### config.mk
export PLATFORM = sky130hd
export DESIGN_NAME = nibble_pack32
export DESIGN_NICKNAME = d
export VERILOG_FILES = /design/src/rtl/nibble_pack32.sv
export SDC_FILE = /design/constraint.sdc
export NUM_CORES = 1
export LEC_CHECK = 0
export CAP_MARGIN = 25
export CORE_ASPECT_RATIO = 1.5
export CORE_MARGIN = 2
export CORE_UTILIZATION = 30
export CTS_BUF_LIST = sky130_fd_sc_hd__clkbuf_2
export CTS_CLUSTER_DIAMETER = 30
export DETAILED_ROUTE_END_ITERATION = 12
export SETUP_SLACK_MARGIN = 0.2
export SLEW_MARGIN = 5
export SYNTH_ARGS = -nofsm -noshare
export SYNTH_HDL_FRONTEND = slang
export SYNTH_SLANG_ARGS = --single-unit
### constraint.sdc
create_clock -name CLK -period 6.2 [get_ports CLK]
set_input_delay 1.24 -clock CLK [delete_from_list [all_inputs] [get_ports CLK]]
set_output_delay 1.24 -clock CLK [all_outputs]
set_load 0.05 [all_outputs]
### src/rtl/nibble_pack32.sv
// -----------------------------------------------------------------------------
// nibble_pack32
//   Collects a stream of 4-bit nibbles and packs them into 4*NPW-bit words.
//   The first nibble of a word lands in the MSBs. A single output register
//   holds the finished word until the consumer takes it, so the nibble side
//   can keep filling the next word while that word waits. A FLUSH pulse emits
//   a partial word with zero padding in the LSBs.
//
// Parameters
//   NPW           nibbles per word (default 8 -> 32-bit words)
//
// Ports
//   CLK           clock, rising edge
//   RESET         asynchronous, active-high reset
//   NIBBLE_IN     incoming nibble
//   NIBBLE_VALID  NIBBLE_IN is valid this cycle
//   NIBBLE_READY  block can accept a nibble this cycle (registered, no path
//                 from WORD_READY)
//   FLUSH         single-cycle request to emit the partial word
//   WORD_OUT      assembled word
//   WORD_VALID    WORD_OUT holds a word the consumer has not yet taken
//   WORD_READY    consumer takes WORD_OUT this cycle
//   MAX_NIBBLE    largest nibble in WORD_OUT
//
// Configuration
//   NIBBLE_PACK_MAX_EN  when defined, tracks the largest accepted nibble of
//                       each word and registers it alongside WORD_OUT.
//                       When undefined, MAX_NIBBLE is tied to zero.
// -----------------------------------------------------------------------------
module nibble_pack32 #(
    parameter int NPW = 8
) (
    input  logic             CLK,
    input  logic             RESET,
    input  logic [3:0]       NIBBLE_IN,
    input  logic             NIBBLE_VALID,
    output logic             NIBBLE_READY,
    input  logic             FLUSH,
    output logic [4*NPW-1:0] WORD_OUT,
    output logic             WORD_VALID,
    input  logic             WORD_READY,
    output logic [3:0]       MAX_NIBBLE
);

    localparam int W   = 4 * NPW;
    localparam int CW  = (NPW > 1) ? $clog2(NPW) : 1;
    localparam int CW1 = CW + 1;
    localparam logic [CW-1:0] LAST  = CW'(NPW - 1);
    localparam logic [CW:0]   NPW_L = CW1'(NPW);

    // STALL: the last nibble slot is reached but the output register is full.
    typedef enum logic {FILL, STALL} state_t;

    state_t        state_q, state_d;
    logic [W-1:0]  acc_q, acc_d;
    logic [CW-1:0] cnt_q, cnt_d;
    logic [W-1:0]  word_q, word_d;
    logic          wv_q, wv_d;
    logic          pend_q, pend_d;

    logic          accept, take, complete, flush_req, word_load;
    logic [W-1:0]  acc_shift, acc_in;
    logic [CW:0]   n_nib;

    assign NIBBLE_READY = (state_q == FILL) && !RESET;
    assign WORD_OUT     = word_q;
    assign WORD_VALID   = wv_q;

    assign accept    = NIBBLE_VALID && NIBBLE_READY;
    assign take      = wv_q && WORD_READY;
    assign complete  = accept && (cnt_q == LAST);
    assign flush_req = FLUSH || pend_q;
    assign acc_shift = {acc_q[W-5:0], NIBBLE_IN};
    // A nibble accepted alongside a flush belongs to the flushed word.
    assign acc_in    = accept ? acc_shift : acc_q;
    assign n_nib     = {1'b0, cnt_q} + CW1'(accept);

    // NOTE: every variable written here gets a default first, so no path
    // leaves it unassigned and no latch is inferred.
    always_comb begin
        acc_d     = acc_q;
        cnt_d     = cnt_q;
        word_d    = word_q;
        wv_d      = wv_q;
        pend_d    = pend_q;
        word_load = 1'b0;

        if (take) begin
            wv_d = 1'b0;
        end

        if (complete) begin
            word_d    = acc_shift;
            wv_d      = 1'b1;
            acc_d     = '0;
            cnt_d     = '0;
            word_load = 1'b1;
        end else if (accept) begin
            acc_d = acc_shift;
            cnt_d = cnt_q + CW'(1);
        end

        // A flush against a full output register waits in pend_q; it runs
        // on the first cycle the register is empty.
        if (flush_req) begin
            if (wv_q) begin
                pend_d = 1'b1;
            end else begin
                pend_d = 1'b0;
                if (!complete && (n_nib != '0)) begin
                    word_d    = acc_in << {NPW_L - n_nib, 2'b00};
                    wv_d      = 1'b1;
                    acc_d     = '0;
                    cnt_d     = '0;
                    word_load = 1'b1;
                end
            end
        end

        state_d = ((cnt_d == LAST) && wv_d) ? STALL : FILL;
    end

    // NOTE: sequential state uses non-blocking assignments so every register
    // samples the pre-edge values regardless of statement order.
    always_ff @(posedge CLK or posedge RESET) begin
        if (RESET) begin
            state_q <= FILL;
            acc_q   <= '0;
            cnt_q   <= '0;
            word_q  <= '0;
            wv_q    <= 1'b0;
            pend_q  <= 1'b0;
        end else begin
            state_q <= state_d;
            acc_q   <= acc_d;
            cnt_q   <= cnt_d;
            word_q  <= word_d;
            wv_q    <= wv_d;
            pend_q  <= pend_d;
        end
    end

`ifdef NIBBLE_PACK_MAX_EN
    logic [3:0] run_max_q, run_max_d, run_in;
    logic [3:0] max_q, max_d;

    assign run_in     = (accept && (NIBBLE_IN > run_max_q)) ? NIBBLE_IN : run_max_q;
    assign MAX_NIBBLE = max_q;

    // Pad zeros never enter run_in, so they cannot raise the maximum.
    always_comb begin
        run_max_d = run_in;
        max_d     = max_q;
        if (word_load) begin
            max_d     = run_in;
            run_max_d = '0;
        end
    end

    always_ff @(posedge CLK or posedge RESET) begin
        if (RESET) begin
            run_max_q <= '0;
            max_q     <= '0;
        end else begin
            run_max_q <= run_max_d;
            max_q     <= max_d;
        end
    end
`else
    assign MAX_NIBBLE = 4'h0;
`endif

`ifndef SYNTHESIS
    // A word can only complete into an empty register, so it never meets a take.
    a_no_complete_on_take : assert property (
        @(posedge CLK) disable iff (RESET) !(complete && take)
    );
`endif

endmodule

### Yosys cells after proc, flatten, opt, wreduce, memory -nomap -nowiden

Index checks and enable logic that the tools add are counted.

* register bits: 70
* input bits: 9
* output and inout bits: 38
* logic and storage cells: 44

* add/subtract/negate cells: 3
* equal/unequal tests: 2
* shift operators: 1
* mux-type cells: 21
* bitwise logic cells: 1
* reduce and logical (&&, ||, !) cells: 10

Operators with widths (count)
* two-way mux 32 bit: 9
* left shift 32 x 6 -> 32 bit: 1
* two-way mux 3 bit: 5
* two-way mux 1 bit: 7
* equality test 3 bit, second input constant: 2
* logical AND 1 bit: 6
* adder 3 x 1 -> 4 bit: 1
* nonzero test 4 bit: 1
* subtractor 4 bit, first input constant: 1
* adder 3 x 1 -> 3 bit, second input constant: 1
* logical NOT 1 bit: 2
* logical OR 1 bit: 1
* inverter 1 bit: 1

### Longest topological paths before layout

Gate-level depths: netlist of run 1.

* depth in word-level cells: 12
* mapped depth: 18
* gate-level depth less buffers: 11

### Worst setup path before layout of run 1

OpenSTA, ideal clock, no wires.

* kind: input to register
* start: input port RESET
* end: register word_q[27] (netlist: WORD_OUT[27])
* setup time: 0.131 ns
* arrival time: 4.959 ns
* data required time: 6.069 ns
* setup slack: 1.109 ns
* stages: 17
* path buffers: 8
* cell sequence: or3b_4 > inv_6 > buf_6 > buf_4 > clkbuf_1 > ha_1 > clkbuf_1 > inv_2 > clkbuf_1 > ha_1 > clkbuf_1 > buf_2 > clkbuf_1 > mux4_2 > mux2_2 > mux2i_1 > o22ai_1

* cells in the longest elaborated chain, start to end: 9
* elaborated cells on any way between the ends: 15
* classes of those cells: 2 x add/sub; 1 x shift; 5 x mux; 7 x reduce/logical

Ends and longest elaborated chain
* start, declared: line 34 `input logic RESET,`
* logical NOT 1 bit (no line) *
* logical AND 1 bit *: line 65 `assign NIBBLE_READY = (state_q == FILL) && !RESET;`
* logical AND 1 bit *: line 69 `assign accept = NIBBLE_VALID && NIBBLE_READY;`
* adder 3 x 1 -> 4 bit or logical AND 1 bit (tied branches): line 76, 71
* subtractor 4 bit, or another cell as far along: line 111 `word_d = acc_in << {NPW_L - n_nib, 2'b00};`
* left shift 32 x 6 -> 32 bit or logical AND 1 bit (tied branches): line 111, 110
* two-way mux 32 bit: line 110 `if (!complete && (n_nib != '0)) begin`
* two-way mux 32 bit: line 106 `if (wv_q) begin`
* two-way mux 32 bit *: line 105 `if (flush_req) begin`
* via word_d[27]: line 57 `logic [W-1:0] word_q, word_d;`
* end signal, assigned: line 137 `word_q <= word_d;`
* end, declared: line 57

The timed path passes the listed nets; every way through them passes the cells marked *.
A chain may end at the register's enable or synchronous reset.

### Worst setup path after layout of run 1

* start: input port RESET
* end: register word_q[26] (netlist: WORD_OUT[26])

The elaborated chain is that of the path after synthesis.

==> reports/metrics.yaml, run 1 <==
skew_ns: 0.0182
hold_class: "reg -> reg"
rsz0062_at_grt: "false"
viasPerCell: 5.38
synthCells: 473
peakVddDrop_mv: 0.205
core-area_mm2: 0.0149
worst_slack_ns: 1.72
antenna_left: 0
postCtsSetupBuffers: 0
setup_viol: 0
cp_max_fo: 29
dieArea_mm2: 0.0161
clk_latency_ns: 0.54
post-route-drc-count: 0
p_per_area_mw_per_mm2: 572
grt_start_max_net_pins: 71
io_pins: 47
synth_area_mm2: 0.00454
p_leak_nw: 2.31
antenna_found_initial: 1
die_h_um: 155
cts_resized: 0
slew_violations: 0
port-buffer-count: 42
grt_pass1_wl_mm: 21.5
vias: 3810
synth.avg_cell_area_um2: 9.59
wl_per_cell_um: 18.4
dp_slack_ns: 1.15
synth_edf_count: 0
critPathRequiredTime_ns: 6.64
hold_viol: 0
yosysMostFrequentCell: "dfrtp_1"
tritoncts: "yes"
ys_ff_latch: 70
drive_gt1_share_pct: 14.6
clock_sinks: 70
period_minus_slack_ns: 4.48
drt-total-wl_mm: 13.1
clk_pin_slew_worst_paths_ns: 0.18
grtUsageTotal_pct: 16.6
max_freq_ghz: 0.223
grt-ovfl-total: 0
startpoint: "RESET"
endpoint: "WORD_OUT[26]"
initial_core_util_pct: 30.4
reg2reg_depth: 12
worst_setup_path_end_kind: "flip-flop"
relSlewSlack_pct: 37.5
grt_pass1_vias: 4103
tns_ns: 0
ys_seq_area_share_pct: 38.6
worstReg2RegStart: "state_q"
reg2reg_to: "WORD_OUT[26]"
async_reset_ff_share_pct: 100
place.gp.congestion: 0.827
synth_common_cells: "dfrtp_1 (70), mux2i_1 (60), nor2_1 (59)"
stdcell_count: 708
fillers: 1549
finalCritPeriodShare_pct: 72.2
drt_iter0_drc: 297
numCtsBuffers: 9
cts_max_path_buffers: 2
max_cap_viol_count: 0
hpwl_mm: 9.11
first_pass_iters: 4
fp.dieW_um: 104
synth_top_cell_by_area: "dfrtp_1"
cp_data_arrival_time_ns: 4.92
root_buffer: "clkbuf_2"
synth_warnings: 0
synth_cell_type_count: 57
utilization_pct: 34.9
cts_hold_buf: 0
critPathLaunchType: "input port"
fin_nets: 518
ys_top_cells_by_area: "dfrtp_1 (39%), mux2i_1 (13%), mux2_2 (7.4%), a21oi_1 (5.6%), nor2_1 (4.9%)"
cts-htree-levels: 3
status: "finished, final reports clean"
synth_top_area_share_pct: 38.6
rows: 55
layout-area-overhead-vs-synth_pct: 14.8
tightestPinTransition_ns: 0.938
rrSetupSlack_ns: 2.51
placedCellCount: 692
worstSetupPathType: "in -> reg"
synth-main-ff-cell: "dfrtp_1"
-- where the power goes --
part	internal, mW	switching, mW	total, mW
Combinational	0.770	1.27	2.04
Clock	0.0563	0.158	0.215
Sequential	0.589	0.133	0.722
Total	1.41	1.56	2.98
-- layout by cell type (no fill, tap or decap), types with 4 or more instances in the layout --
| cell type | n |
|---|---|
| dfrtp_1 | 70 |
| mux2i_1 | 60 |
| nor2_1 | 59 |
| a21oi_1 | 51 |
| clkdlybuf4s50_1 | 42 |
| nand2_1 | 33 |
| mux2_2 | 30 |
| buf_4 | 17 |
| clkbuf_2 | 13 |
| o22ai_1 | 11 |
| nand3_1 | 10 |
| nor3_1 | 8 |
| a211oi_1 | 6 |
| a2bb2oi_1 | 5 |
| o31ai_1 | 5 |
| a22oi_1 | 5 |
| ha_1 | 5 |
| and3_1 | 4 |
| o21ai_0 | 4 |
| a31o_2 | 4 |
| o21bai_1 | 4 |
| nand4_1 | 4 |
| nand4b_1 | 4 |
| conb_1 | 4 |
-- cell families after synthesis --
logic type               synth area share (%)
adder cells (fa/ha/maj)                  1.38
other                                  0.0827
AO/OA/AOI/OAI                            17.2
multiplexers                             22.8
XOR/XNOR                                 1.08
AND/OR/NAND/NOR                          13.4
flip-flops                               38.6
buffers and inverters                    5.46
-- worst min path at each step --
stage	start	end	slack [ns]	cells after the start
global placement	acc_q[31]	acc_q[31]	0.50	2
floorplan	acc_q[31]	acc_q[31]	0.48	2
global route	acc_q[27]	acc_q[27]	0.60	2
finish	acc_q[29]	acc_q[29]	0.55	2
CTS	acc_q[29]	acc_q[29]	0.55	2
detailed placement	acc_q[29]	acc_q[29]	0.53	2
-- final cells by class --
cell class / count / area [um^2] / share of cell area, %
inverters: 5 / 23.8 / 0.457
diodes: 1 / 2.50 / 0.0481
multi-input cells: 359 / 2550 / 49.1
flip-flops and latches: 70 / 1750 / 33.7
clock buffers: 13 / 65.1 / 1.25
well taps: 199 / 249 / 4.78
repair buffers: 59 / 548 / 10.5
clock inverters: 2 / 10.0 / 0.192
-- per-stage QoR --
step                      hold slack, ns  power (mW)  instance area [um^2]
after floorplan                    0.484        2.12                  4550
final                              0.554        2.98                  5200
after global routing               0.601        3.15                  5200
after CTS                          0.552        2.98                  5200
after global placement             0.504        2.73                  5130
after detailed placement           0.532        2.76                  5130
-- flip-flops by register name (all words and copies together), names as in the netlist --
register    flops
cnt_q           3
WORD_OUT       32
pend_q          1
acc_q          32
state_q         1
WORD_VALID      1
-- worst max-delay path, stage by stage --
cell	delay, ns
clkdlybuf4s50_1	0.52
or3b_4	0.46
inv_6	0.03
ha_1	0.22
ha_1	0.30
inv_1	0.05
ha_1	0.77
buf_4	0.30
mux2_2	0.37
mux2i_1	0.22
o22ai_1	0.14
a22oi_1	0.19
a211oi_1	0.09
-- metal layers --
metal | track usage, % | part of all wire (%) | vias up
li1 | - | - | 1790
met1 | 19.6 | 42 | 1858
met2 | 28.8 | 51 | 125
met3 | 3.03 | 4.6 | 37
met4 | 8.49 | 3.1 | 0
met5 | 0 | 0 | -
Power figures use the tool's default switching activity.
==> inputs of run 2 (changes only) <==
==> constraint.sdc (replaced) <==
create_clock -name CLK -period 4.3 [get_ports CLK]
set_input_delay 0.86 -clock CLK [delete_from_list [all_inputs] [get_ports CLK]]
set_output_delay 0.86 -clock CLK [all_outputs]
set_load 0.05 [all_outputs]
==> run 2 against run 1 <==
Net effect: power grew 49%; worst hold slack got worse by 0.0065 ns; clock skew up 0.0075 ns; register-to-register slack worse by 1.6 ns; clock-buffer cell count down 3; sequential share of layout area fell by 0.85 points; utilization grew 0.90 points; sequential cell count unchanged; setup slack got worse by 1.2 ns; sequential power up 44%; critical path depth down 1; non-clock buffer count increased by 12; critical path type unchanged.
==> reports/metrics.yaml, run 2 (synthesized netlist as in run 1, its figures left out) <==
vias: 3960  # +3.9%
grtUsageTotal_pct: 16.2  # -0.46 points
skew_ns: 0.0258  # +0.00755 ns
finalCritPeriodShare_pct: 87.7
period_minus_slack_ns: 3.77
slew_violations: 0  # unchanged
drt_iter0_drc: 308  # +3.7%
critPathRequiredTime_ns: 4.73  # -1.91 ns
status: "finished, final reports clean"
critPathLaunchType: "input port"
hold_viol: 0  # unchanged
worstSetupPathType: "in -> reg"
layout_common_cells: "dfrtp_1 (70), mux2i_1 (60), nor2_1 (59), a21oi_1 (51), clkdlybuf4s50_1 (42)"
first_pass_iters: 7  # +3
seq_power_share_pct: 23.4  # -0.8 points
place.gp.congestion: 0.898  # +8.6%
setup_viol: 0  # unchanged
tritoncts: "yes"
fp.dieW_um: 104  # unchanged
numCtsBuffers: 9  # unchanged
utilization_pct: 35.8  # +0.90 points
relSlewSlack_pct: 35.7  # -1.8 points
rows: 55  # unchanged
path_cells: "clkdlybuf4s50_1 > or3b_4 > inv_6 > ha_1 > ha_1 > inv_1 > ha_1 > mux2_2 > mux2_2 > nor3_1 > a311oi_1 > a31o_2"
cts-htree-levels: 3  # unchanged
hold_class: "reg -> reg"
swShare_pct: 51.0  # -1.5 points
intPower_mw: 2.17  # +53%
grt_start_max_net_pins: 51  # -28%
viasPerCell: 5.49  # +2.1%
slowest_delay_ns: 0.72  # -0.05 ns
placedCellCount: 704  # +1.7%
max_freq_ghz: 0.265
worst-path-buf-inv: 3  # -1
worst_setup_path_end_kind: "flip-flop"
hpwl_mm: 9.33  # +2.5%
rrSetupSlack_ns: 0.91  # -1.60 ns
die_h_um: 155  # unchanged
antenna_left: 0  # unchanged
antenna_found_initial: 1  # unchanged
cp_data_arrival_time_ns: 4.20  # -0.72 ns
clock_sinks: 70  # unchanged
crit_family: "adder cells"
cp_max_fo: 16  # -45%
dieArea_mm2: 0.0161  # unchanged
core-area_mm2: 0.0149  # unchanged
p_per_area_mw_per_mm2: 829  # +45%
drive_gt1_share_pct: 16.3  # +1.7 points
wl_per_cell_um: 18.0  # -2.5%
final_common_cell: "dfrtp_1"
max_cap_viol_count: 0  # unchanged
peakVddDrop_mv: 0.305  # +49%
post-route-drc-count: 0  # unchanged
postCtsSetupBuffers: 0  # unchanged
cp_slowest_cell: "ha_1"
path_common_cell: "ha_1"
grt-ovfl-total: 0  # unchanged
root_buffer: "clkbuf_2"
switching_power_mw: 2.26  # +44%
clock_power_share_pct: 8.3  # +1.1 points
drt-total-wl_mm: 13.0  # -0.67%
layout-area-overhead-vs-synth_pct: 17.7
grt_pass1_vias: 3944  # -3.9%
initial_core_util_pct: 30.4  # unchanged
tightestPinTransition_ns: 0.958  # +0.0202 ns
cts_hold_buf: 0  # unchanged
cts_max_path_buffers: 2  # unchanged
clk_pin_slew_worst_paths_ns: 0.18  # about the same
power_frac_comb_pct: 68.2  # -0.4 points
hold_slack_ns: 0.547  # -0.00651 ns
p_leak_nw: 2.38  # +3.1%
clk_latency_ns: 0.53  # about the same
io_pins: 47  # unchanged
grt_pass1_wl_mm: 21.1  # -2.1%
fin_nets: 530  # +2.3%
port-buffer-count: 42  # unchanged
rsz0062_at_grt: "false"
cts_resized: 0  # unchanged
stdcell_count: 721  # +1.8%
## run 2: cell types whose count changed in the layout (fill, tap and decap cells not counted)
| cell | previous run | this run |
|---|---|---|
| clkinv_1 | 0 | 2 |
| inv_6 | 1 | 2 |
| clkinv_2 | 2 | 3 |
| buf_12 | 0 | 1 |
| clkbuf_2 | 13 | 10 |
| inv_2 | 2 | 1 |
| buf_4 | 17 | 28 |
| bufinv_16 | 0 | 1 |
## run 2: layout make-up
class,instances,area [um^2]
repair buffers,71,651
multi-input cells,359,2550
clock inverters,6,52.6
diodes,1,2.50
clock buffers,10,50.0
inverters,5,28.8
flip-flops and latches,70,1750
well taps,199,249
fillers,1505,9590
## run 2: power by group through the flow
stage | clock network [mW] | logic (mW) | registers (mW)
floorplan | 0 | 1.70 | 1.39
global placement | 0 | 2.96 | 1.04
detailed placement | 0 | 2.98 | 1.05
CTS | 0.386 | 2.99 | 1.04
global route | 0.409 | 3.20 | 1.06
finish | 0.369 | 3.02 | 1.04
## run 2: final timing paths
| kind | from | end | cells after the start |
|---|---|---|---|
| max | RESET | WORD_OUT[28] | 12 |
| min | acc_q[30] | acc_q[30] | 2 |
| max reg2reg | state_q | WORD_OUT[28] | 11 |
| min reg2reg | acc_q[30] | acc_q[30] | 2 |
| max in group asynchronous | RESET | acc_q[3] | 3 |
| min in group asynchronous | RESET | cnt_q[0] | 2 |
## run 2: worst min-delay path: cells and delay by family (launching register included)
family,cells,cell delay [ns]
simple gates,1,0.06
flops,1,0.42
compound gates,1,0.06
## run 2: metrics by stage
stage               setup TNS, ns  instance area, um^2  setup slack, ns  power [mW]
CTS                             0                 5340            0.581        4.41
detailed placement        -0.0131                 5240          -0.0131        4.03
finish                          0                 5340            0.529        4.42
global placement          -0.0195                 5240          -0.0195        4.01
global route                    0                 5340            0.387        4.68
floorplan                       0                 4590            0.215        3.09
## run 2: routing by layer
metal / routed length (um) / global-route usage [%]
met4: 334 / 6.18
met2: 6510 / 28.5
met3: 557 / 3.20
met5: 0 / 0
met1: 5570 / 19.3
==> inputs of run 3 (changes only) <==
--- a/config.mk
+++ b/config.mk
@@ -10,8 +10,8 @@
 export CORE_MARGIN = 2
 export CORE_UTILIZATION = 30
 export CTS_BUF_LIST = sky130_fd_sc_hd__clkbuf_2
-export CTS_CLUSTER_DIAMETER = 30
 export DETAILED_ROUTE_END_ITERATION = 12
+export PLACE_DENSITY = 0.45
 export SETUP_SLACK_MARGIN = 0.2
 export SLEW_MARGIN = 5
 export SYNTH_ARGS = -nofsm -noshare
==> run 3 against run 2 <==
Net effect: routed wire length up 6.7%; sequential power about the same; clock skew up 0.0052 ns; die area unchanged.
==> reports/metrics.yaml, run 3 (synthesized netlist as in run 1, its figures left out) <==
cts_resized: 0  # unchanged
worstSetupPathType: "in -> reg"
numCtsBuffers: 9  # unchanged
vias: 3796  # -4.1%
tns_ns: 0  # unchanged
cts-htree-levels: 3  # unchanged
crit_family: "buffers and inverters"
postCtsSetupBuffers: 0  # unchanged
cts_hold_buf: 0  # unchanged
cp_data_arrival_time_ns: 3.92  # -0.28 ns
utilization_pct: 36.0  # +0.27 points
tritoncts: "yes"
path_cells: "clkdlybuf4s50_1 > or3b_4 > inv_6 > ha_1 > ha_1 > inv_1 > ha_1 > xnor3_1 > buf_4 > mux2i_1 > a311oi_1 > a31o_2"
fin_nets: 526  # -0.75%
rows: 55  # unchanged
post-route-drc-count: 0  # unchanged
skew_ns: 0.0310  # +0.00524 ns
grtUsageMet3_pct: 2.87  # -0.34 points
cp_max_fo: 11  # -5
grt_pass1_vias: 3879  # -1.6%
path_common_cell: "ha_1"
critPathLaunchType: "input port"
relSlewSlack_pct: 49.3  # +14 points
core-area_mm2: 0.0149  # unchanged
p_leak_nw: 2.38  # about the same
initial_core_util_pct: 30.4  # unchanged
drt-total-wl_mm: 13.8  # +6.7%
p_per_area_mw_per_mm2: 846  # +2.1%
rsz0062_at_grt: "false"
slew_violations: 0  # unchanged
hpwl_mm: 9.64  # +3.3%
cp_slowest_cell: "clkdlybuf4s50_1"
grtUsageTotal_pct: 17.8  # +1.7 points
clk_latency_ns: 0.59  # +0.06 ns
viasPerCell: 5.29  # -3.6%
period_minus_slack_ns: 3.41  # -0.361 ns
layout-area-overhead-vs-synth_pct: 18.6
critPathRequiredTime_ns: 4.81  # +0.08 ns
first_pass_iters: 4  # -3
slowest_delay_ns: 0.45  # -0.27 ns
antenna_left: 0  # unchanged
clock_sinks: 70  # unchanged
io_pins: 47  # unchanged
grt_pass1_wl_mm: 22.5  # +6.7%
final_area_mm2: 0.00538  # +0.75%
worst-path-buf-inv: 4  # +1
root_buffer: "clkbuf_2"
tightestPinTransition_ns: 0.761  # -0.197 ns
max_freq_ghz: 0.293  # +11%
setup_viol: 0  # unchanged
finalCritPeriodShare_pct: 79.3  # -8.4 points
drt_iter0_drc: 309  # +0.32%
global_route.usage.met1_pct: 23.8  # +4.6 points
worst_setup_path_end_kind: "flip-flop"
status: "finished, final reports clean"
place.gp.congestion: 0.864  # -3.7%
max_cap_viol_count: 0  # unchanged
top_usage_layer: "met2"
dpl_cell_area_mm2: 0.00522  # -0.33%
clk_pin_slew_worst_paths_ns: 0.21  # +0.03 ns
port-buffer-count: 42  # unchanged
final_common_cell: "dfrtp_1"
grt_start_max_net_pins: 71  # +39%
hold_slack_ns: 0.540  # -0.00727 ns
dieArea_mm2: 0.0161  # unchanged
cts_max_path_buffers: 2  # unchanged
fp.dieW_um: 104  # unchanged
drive_gt1_share_pct: 16.1  # -0.26 points
wl_per_cell_um: 19.3  # +7.3%
gr-usage-met2_pct: 28.7  # +0.16 points
hold_class: "reg -> reg"
grt-ovfl-total: 0  # unchanged
layout_common_cells: "dfrtp_1 (70), mux2i_1 (60), nor2_1 (59), a21oi_1 (51), clkdlybuf4s50_1 (42)"
antenna_found_initial: 1  # unchanged
hold_viol: 0  # unchanged
peakVddDrop_mv: 0.405  # +33%
die_h_um: 155  # unchanged
-- run 3: cell types whose count changed in the layout (fill, tap and decap cells not counted) --
cell,delta
buf_4,-5
clkinv_2,-2
clkinv_1,-2
clkinvlp_4,+2
bufinv_16,+2
buf_12,+1
-- run 3: final timing paths --
check	to	from	depth (start not counted)	slack [ns]
max reg2reg	WORD_OUT[28]	state_q	11	1.25
max	WORD_OUT[28]	RESET	12	0.89
min in group asynchronous	WORD_OUT[9]	RESET	3	0.71
min	acc_q[28]	acc_q[28]	2	0.54
min reg2reg	acc_q[28]	acc_q[28]	2	0.54
max in group asynchronous	WORD_OUT[17]	RESET	3	3.28
-- run 3: per-layer routing --
| layer | vias to the layer above | part of all wire, % | wire, um |
|---|---|---|---|
| met5 | - | 0 | 0 |
| met2 | 102 | 48 | 6590 |
| met1 | 1864 | 46 | 6320 |
| met3 | 17 | 4.3 | 592 |
| li1 | 1813 | - | - |
| met4 | 0 | 2.4 | 334 |
-- run 3: per-stage QoR --
stage | instances | worst slack (ns) | power [mW]
2_1_floorplan | 476 | 0.215 | 3.09
3_3_place_gp | 700 | 0.305 | 4.04
3_5_place_dp | 700 | 0.253 | 4.06
4_1_cts | 716 | 0.901 | 4.58
5_1_grt | 717 | 0.740 | 4.86
6_report | 717 | 0.890 | 4.55
-- run 3: power by group --
part | leakage, nW | internal, mW | total, mW | switching (mW)
clock network | 0.0881 | 0.251 | 0.513 | 0.262
registers | 0.954 | 0.849 | 1.04 | 0.191
logic | 1.34 | 1.17 | 3.00 | 1.83
-- run 3: layout make-up --
cell class                      count  area (um^2)
Tap cell                          199          249
Clock inverter                      6          110
Sequential cell                    70         1750
Inverter                            5         28.8
Antenna cell                        1         2.50
Timing Repair Buffer               67          633
Multi-Input combinational cell    359         2550
Fill cell                        1553         9550
Clock buffer                       10         50.0
-- run 3: tightest hold or removal path, delay by kind of cell, from the launching register on --
| family | cells | cell delay [ns] |
|---|---|---|
| DFF | 1 | 0.42 |
| AOI/OAI and AO/OA | 1 | 0.05 |
| and+or+nand+nor | 1 | 0.06 |
